===== src/rtl/serial_half_subtractor.sv =====
// serial_half_subtractor: bit-serial a - b, LSB first, with a registered borrow.
// Handshake: start (in IDLE/DONE) -> busy for W cycles -> done pulse for one cycle.
// Ports: clk, rst (sync, active-high), start, a[W], b[W] -> busy, done, diff[W], borrow
//        (+ ovf when SERIAL_SUB_OVF_EN is defined: signed overflow of a - b).
// Optional feature macro: SERIAL_SUB_OVF_EN
module serial_half_subtractor #(
    parameter int W = 8
) (
    input  logic         clk,
    input  logic         rst,
    input  logic         start,
    input  logic [W-1:0] a,
    input  logic [W-1:0] b,
    output logic         busy,
    output logic         done,
    output logic [W-1:0] diff,
`ifdef SERIAL_SUB_OVF_EN
    output logic         borrow,
    output logic         ovf
`else
    output logic         borrow
`endif
);

    localparam int CW = (W > 1) ? $clog2(W) : 1;

    typedef enum logic [1:0] {
        IDLE  = 2'd0,
        SHIFT = 2'd1,
        DONE  = 2'd2
    } state_t;

    state_t state;
    state_t state_nx;

    logic [W-1:0]  opa;
    logic [W-1:0]  opb;
    // Holds the upper W-1 bits of the partial result; bit 0 of the
    // full shift register would be shifted out unused, so it is not kept.
    logic [W-2:0]  res;
    logic          borrow_r;
    logic [CW-1:0] cnt;

    logic          x;
    logic          y;
    logic          d;
    logic          bnext;
    logic          last;
    logic          accept;
    logic [W-1:0]  res_nx;

`ifdef SERIAL_SUB_OVF_EN
    logic          a_msb;
    logic          b_msb;
`endif

    // Half-subtractor bit slice with borrow-in
    assign x      = opa[0];
    assign y      = opb[0];
    assign d      = x ^ y ^ borrow_r;
    assign bnext  = (~x & y) | (~(x ^ y) & borrow_r);
    assign res_nx = {d, res};
    assign last   = (cnt == CW'(W - 1));
    assign accept = start && ((state == IDLE) || (state == DONE));

    // State register
    always_ff @(posedge clk) begin
        if (rst) begin
            state <= IDLE;
        end else begin
            state <= state_nx;
        end
    end

    // Next-state logic
    always_comb begin
        state_nx = state;
        unique case (state)
            IDLE:    state_nx = start ? SHIFT : IDLE;
            SHIFT:   state_nx = last ? DONE : SHIFT;
            DONE:    state_nx = start ? SHIFT : IDLE;
            default: state_nx = IDLE;
        endcase
    end

    // Output decode
    always_comb begin
        busy = 1'b0;
        done = 1'b0;
        unique case (state)
            IDLE:    ;
            SHIFT:   busy = 1'b1;
            DONE:    done = 1'b1;
            default: ;
        endcase
    end

    // Datapath
    always_ff @(posedge clk) begin
        if (rst) begin
            opa      <= '0;
            opb      <= '0;
            res      <= '0;
            borrow_r <= 1'b0;
            cnt      <= '0;
            diff     <= '0;
            borrow   <= 1'b0;
        end else if (accept) begin
            opa      <= a;
            opb      <= b;
            res      <= '0;
            borrow_r <= 1'b0;
            cnt      <= '0;
        end else if (state == SHIFT) begin
            opa      <= opa >> 1;
            opb      <= opb >> 1;
            res      <= res_nx[W-1:1];
            borrow_r <= bnext;
            cnt      <= cnt + 1'b1;
            if (last) begin
                diff   <= res_nx;
                borrow <= bnext;
            end
        end
    end

`ifdef SERIAL_SUB_OVF_EN
    // Operand sign bits are kept because opa/opb are consumed by shifting.
    // On the final edge d is the result MSB.
    always_ff @(posedge clk) begin
        if (rst) begin
            a_msb <= 1'b0;
            b_msb <= 1'b0;
            ovf   <= 1'b0;
        end else if (accept) begin
            a_msb <= a[W-1];
            b_msb <= b[W-1];
        end else if (state == SHIFT && last) begin
            ovf <= (a_msb != b_msb) && (d != a_msb);
        end
    end
`endif

endmodule

===== config.mk =====
export PLATFORM = sky130hd
export DESIGN_NAME = serial_half_subtractor
export DESIGN_NICKNAME = d
export VERILOG_FILES = /design/src/rtl/serial_half_subtractor.sv
export SDC_FILE = /design/constraint.sdc
export NUM_CORES = 1
export LEC_CHECK = 0
export CORE_MARGIN = 8
export CORE_UTILIZATION = 47
export CTS_BUF_LIST = sky130_fd_sc_hd__clkbuf_4 sky130_fd_sc_hd__clkbuf_8
export CTS_CLUSTER_SIZE = 30
export DETAILED_ROUTE_END_ITERATION = 8
export PLACE_DENSITY = 0.82
export SLEW_MARGIN = 20
export SYNTH_ARGS = -nofsm -noshare
export SYNTH_HDL_FRONTEND = slang
export SYNTH_SLANG_ARGS = --single-unit

===== constraint.sdc =====
create_clock -name clk -period 1.3 [get_ports clk]
set_clock_uncertainty 0.05 [all_clocks]
set_input_delay 0.195 -clock clk [delete_from_list [all_inputs] [get_ports clk]]
set_output_delay 0.195 -clock clk [all_outputs]
set_load 0.005 [all_outputs]

Word-level counts from Yosys, hierarchy flattened
Cells that the tools add are included.
W data, S select, Z words.
{"block": "op_classes", "addsub": 1, "n_eq_ne": 3, "muxes": 9, "n_bitwise": 8, "n_reduce_logical": 7}
{"cell": "$mux W8", "n": 4}
{"cell": "$pmux W2 S2", "n": 1}
{"cell": "$reduce_or A2 Y1", "n": 2}
{"cell": "$add A3 B1 Y3 const B", "n": 1}
{"cell": "$eq A3 B3 Y1 const B", "n": 1}
{"cell": "$mux W1", "n": 3}
{"cell": "$not A1 Y1", "n": 3}
{"cell": "$reduce_and A3 Y1", "n": 1}
{"cell": "$and A1 B1 Y1", "n": 2}
{"cell": "$eq A2 B1 Y1 const B", "n": 1}
{"cell": "$eq A2 B2 Y1 const B", "n": 1}
{"cell": "$logic_not A2 Y1", "n": 1}
{"cell": "$mux W2", "n": 1}
{"cell": "$reduce_bool A2 Y1", "n": 1}
{"cell": "$xor A1 B1 Y1", "n": 2}
{"cell": "$logic_and A1 B1 Y1", "n": 1}
{"cell": "$logic_or A1 B1 Y1", "n": 1}
{"cell": "$or A1 B1 Y1", "n": 1}
{"block": "word_totals", "register_bits": 38, "input_bits": 19, "output_inout_bits": 11, "word_cells": 36}

Logic depth before layout (Yosys ltp)
Gate-level depths: netlist (run 1).
{"block": "depth", "depth_word": 5, "ltp_mapped": 6, "depth_no_buf": 5}

Worst setup path after synthesis (run 1)
No wires, ideal clock.
{"block": "synth_timing", "path_kind": "register to register", "startpoint": "register cnt[0]", "endpoint": "register diff[7]", "setup_time_ns": 0.071, "arrival_ns": 1.094, "t_required_ns": 1.179, "setup_slack_ns": 0.085, "path_stages_with_launch": 6, "n_path_buf": 0, "period_less_slack_ns": 1.215, "path_cell_list": "dfxtp_1 > ha_1 > ha_1 > nand3b_1 > nand2_1 > a21oi_1"}
{"block": "synth_between", "elab_chain_cells": 2}
{"element": "start: declaration", "line": "42", "source": "logic [CW-1:0] cnt;"}
{"element": "start signal: assignment", "line": "119", "source": "cnt <= cnt + 1'b1;"}
{"element": "$eq A3 B3 Y1", "line": "63", "source": "assign last = (cnt == CW'(W - 1));"}
{"element": "$reduce_and A3 Y1 (no source line)"}
{"element": "end signal: assignment", "line": "121", "source": "diff <= res_nx;"}
{"element": "end: declaration", "line": "16", "source": "output logic [W-1:0] diff,"}
No other way between the ends.
A chain may end at the register's enable or synchronous reset.

Worst setup path after layout (run 1)
{"block": "layout_timing", "startpoint": "register opa[0]", "endpoint": "register diff[7]"}
{"block": "layout_between", "elab_chain_cells": 2}
{"element": "start: declaration", "line": "36", "source": "logic [W-1:0] opa;"}
{"element": "start signal: assignment", "line": "115", "source": "opa <= opa >> 1;"}
{"element": "$xor A1 B1 Y1 (2 in series)", "line": "60", "source": "assign d = x ^ y ^ borrow_r;"}
{"element": "named net d", "line": "46", "source": "logic d;"}
The timed path passes the listed nets, and every way through them passes these cells.

==> flow_metrics.py, run 1 <==
metrics = {
    "clock_network": {
        "cts.sinks": 38,
        "cts_buffers": 5,
        "clk_path_buf_depth": 2,
        "cts-root-buf": "clkbuf_4",
        "htree_levels": 2,
        "cts_tree": "done",
        "clock_latency_ns": 0.35,
        "path_clk_slew_ns": 0.11,
    },
    "power_and_ir_drop": {
        "power.net_switching_mw": 0.595,
        "p_int_mw": 1.65,
        "clkPwrFrac_pct": 27.3,
        "p_comb_share_pct": 16.7,
        "power_mw": 2.25,
        "peakVddDrop_mv": 0.837,
        "pwr-share-seq_pct": 56.0,
        "switching_share_pct": 26.5,
        "p_leak_nw": 0.774,
        "power_density_mw_per_mm2": 1080,
    },
    "sta": {
        "drv_slew": 0,
        "finalHoldViolCount": 0,
        "worst_pin_slew_ns": 0.227,
        "fmax_mhz": 775,
        "period_share_pct": 99.3,
        "hold_ws_ns": 0.343,
        "min_period_ns": 1.29,
        "fin_ws_ns": 0.00902,
        "relSlewSlack_pct": 84.8,
        "rsz0062_at_grt": "true",
        "setup_violations": 0,
    },
    "yosys": {
        "async_flop_share_pct": 0,
        "postSynthCellCount": 173,
        "syn_nets": 195,
        "yosysUniqueCellTypes": 27,
        "synthFlopType": "dfxtp_1",
        "synth-seq-area-share_pct": 49.7,
        "netlist_area_sq_mm": 0.00153,
        "synth.avg_cell_area_sq_um": 8.85,
        "synth-seq-cells": 38,
        "ys_warn_count": 0,
        "synth_edf_count": 0,
    },
    "route": {
        "avgViaCountPerCell": 5.58,
        "vias": 1439,
        "drtIter0Drc": 152,
        "drt_first_pass_iters": 5,
        "drt_wl_total_mm": 4.11,
        "drc": 0,
        "dr_wl_met2_mm": 2.01,
        "met1Wirelength_mm": 1.72,
        "routed.top_layer": "met4",
        "wl_per_cell_um": 15.9,
        "ant_nets": 0,
        "wl_met3_um": 275,
    },
    "setup_path": {
        "crit_fanout": 2,
        "cp_data_arrival_time_ns": 1.52,
        "crit_type": "reg2reg",
        "critPathLaunchType": "flip-flop",
        "cp.required_ns": 1.53,
        "worstSetupEndpointType": "flip-flop",
        "r2r-start": "opa[0]",
        "worst_setup_path_startpoint": "opa[0]",
    },
    "worst_hold_path": {
        "min_from": "a[7]",
        "hold_path_class": "in2reg",
    },
    "die": {
        "die_h_um": 73.1,
        "io_pins": 30,
        "die_w_um": 73.1,
        "rows": 20,
        "start_util_pct": 49.8,
        "fp.dieArea_sq_mm": 0.00534,
        "coreArea_sq_mm": 0.00308,
    },
    "place": {
        "hpwl_mm": 2.55,
        "dpl_worst_slack_ns": -0.240,
        "gp_congestion": 0.790,
        "place_area_sq_mm": 0.00188,
        "portBuffers": 29,
    },
    "final_layout": {
        "design_area_sq_mm": 0.00207,
        "final_util_pct": 67.4,
        "areaGrowthSynthToFinish_pct": 35.4,
        "layout-drive-gt1-share_pct": 26.2,
        "nNetsFinal": 237,
        "n_antenna_cell": 0,
    },
    "global_route": {
        "grt_max_degree": 27,
        "first_global_vias": 1380,
        "grt_pass1_wl_mm": 6.09,
        "antenna_found_initial": 0,
        "overflow": 0,
        "grtUsageTotal_pct": 14.7,
    },
    "run_status": {
        "status": "finished, final reports clean",
    },
    "job": {
        "drv_cap": 0,
    },
}
-- critical path, cell delays in order (launching register included) --
cell     delay, ns
dfxtp_2       0.35
fa_1          0.58
nand3_1       0.09
a21oi_1       0.15
-- logic make-up after synthesis --
| family | Yosys count | synth area share, % |
|---|---|---|
| adders and majority gates | 3 | 2.94 |
| xor gates and xnor gates | 1 | 0.572 |
| muxes | 1 | 0.654 |
| AOI/OAI and AO/OA | 39 | 16.1 |
| and+or+nand+nor | 74 | 21.8 |
| buffers and inverters | 17 | 8.25 |
| DFF | 38 | 49.7 |
-- stage by stage --
stage / cells / setup TNS, ns
floorplan: 173 / 0
global placement: 247 / -3.37
detailed placement: 247 / -4.92
CTS: 255 / 0
global route: 258 / -0.221
finish: 258 / 0
-- routing by layer --
layer  vias up  global-route usage, %
met1       693                   16.5
met2        49                   23.3
met4         0                   7.78
met3        10                   5.77
li1        687                      -
met5         -                      0
-- synthesized netlist by cell type (2+ instances only) --
library cell  count  share of area [%]
dfxtp_1          38                 50
nand2_1          33                8.1
a21oi_1          21                6.9
nor3_1           17                5.6
nand3_1          11                3.6
o22ai_1           9                3.7
nor2_1            7                1.7
buf_6             6                4.4
buf_2             5                1.6
a311oi_1          4                2.3
a22oi_1           2               0.98
ha_1              2                1.6
inv_1             2               0.49
nand2b_1          2               0.82
nor2b_1           2               0.82
-- repair_timing --
item	CTS	global route
hold buffers	0	0
setup endpoints to repair	37	22
gates resized for setup	30	24
setup buffers	0	2
pin swaps	1	8
cloned	2	1
-- state kept, by name, summed over array words and instances, names as in the netlist --
register  count
borrow_r      1
cnt           3
res           7
borrow        1
opb           8
diff          8
opa           8
state         2
-- path summary, 6_finish.rpt --
kind	end	cells past startpoint	slack (ns)
worst min-delay path	opa[7]	3	0.34
worst max register to register	diff[7]	3	0.009
worst min register to register	diff[4]	2	0.41
worst max-delay path	diff[7]	3	0.009
-- power groups by stage --
stage	registers [mW]	logic, mW	clock network (mW)
3_5_place_dp	1.28	0.327	0
3_3_place_gp	1.27	0.314	0
4_1_cts	1.25	0.335	0.616
5_1_grt	1.26	0.405	0.665
6_report	1.26	0.375	0.614
2_1_floorplan	1.27	0.227	0
-- placed cells by master, fill, tap and decap left out, types with 2 or more instances in the layout --
cell / count
buf_2: 2
a22oi_1: 2
a311oi_1: 3
or2b_4: 3
nor2_1: 7
clkbuf_4: 5
buf_4: 10
dlygate4sd2_1: 9
dfxtp_1: 28
o22ai_1: 8
a21oi_1: 17
a311oi_2: 2
a21oi_2: 4
clkdlybuf4s50_1: 18
nor2b_2: 2
nand3_1: 11
dfxtp_2: 9
nor3_1: 17
nand2_1: 32
ha_4: 2
buf_6: 8
-- layout make-up --
type	instances	area, sq um
multi-input combinational	120	738
inverter	3	18.8
tap	44	55.1
timing repair buffer	47	434
fill	247	1000
sequential	38	776
clock buffer	6	51.3
(Power assumes the default switching activity.)
==> run 2, diff against run 1 <==
--- a/config.mk
+++ b/config.mk
@@ -5,6 +5,7 @@
 export SDC_FILE = /design/constraint.sdc
 export NUM_CORES = 1
 export LEC_CHECK = 0
+export CAP_MARGIN = 20
 export CORE_MARGIN = 8
 export CORE_UTILIZATION = 47
 export CTS_BUF_LIST = sky130_fd_sc_hd__clkbuf_4 sky130_fd_sc_hd__clkbuf_8
==> results of run 2 <==
Final layout, timing and power as in run 1 (identical DEF).
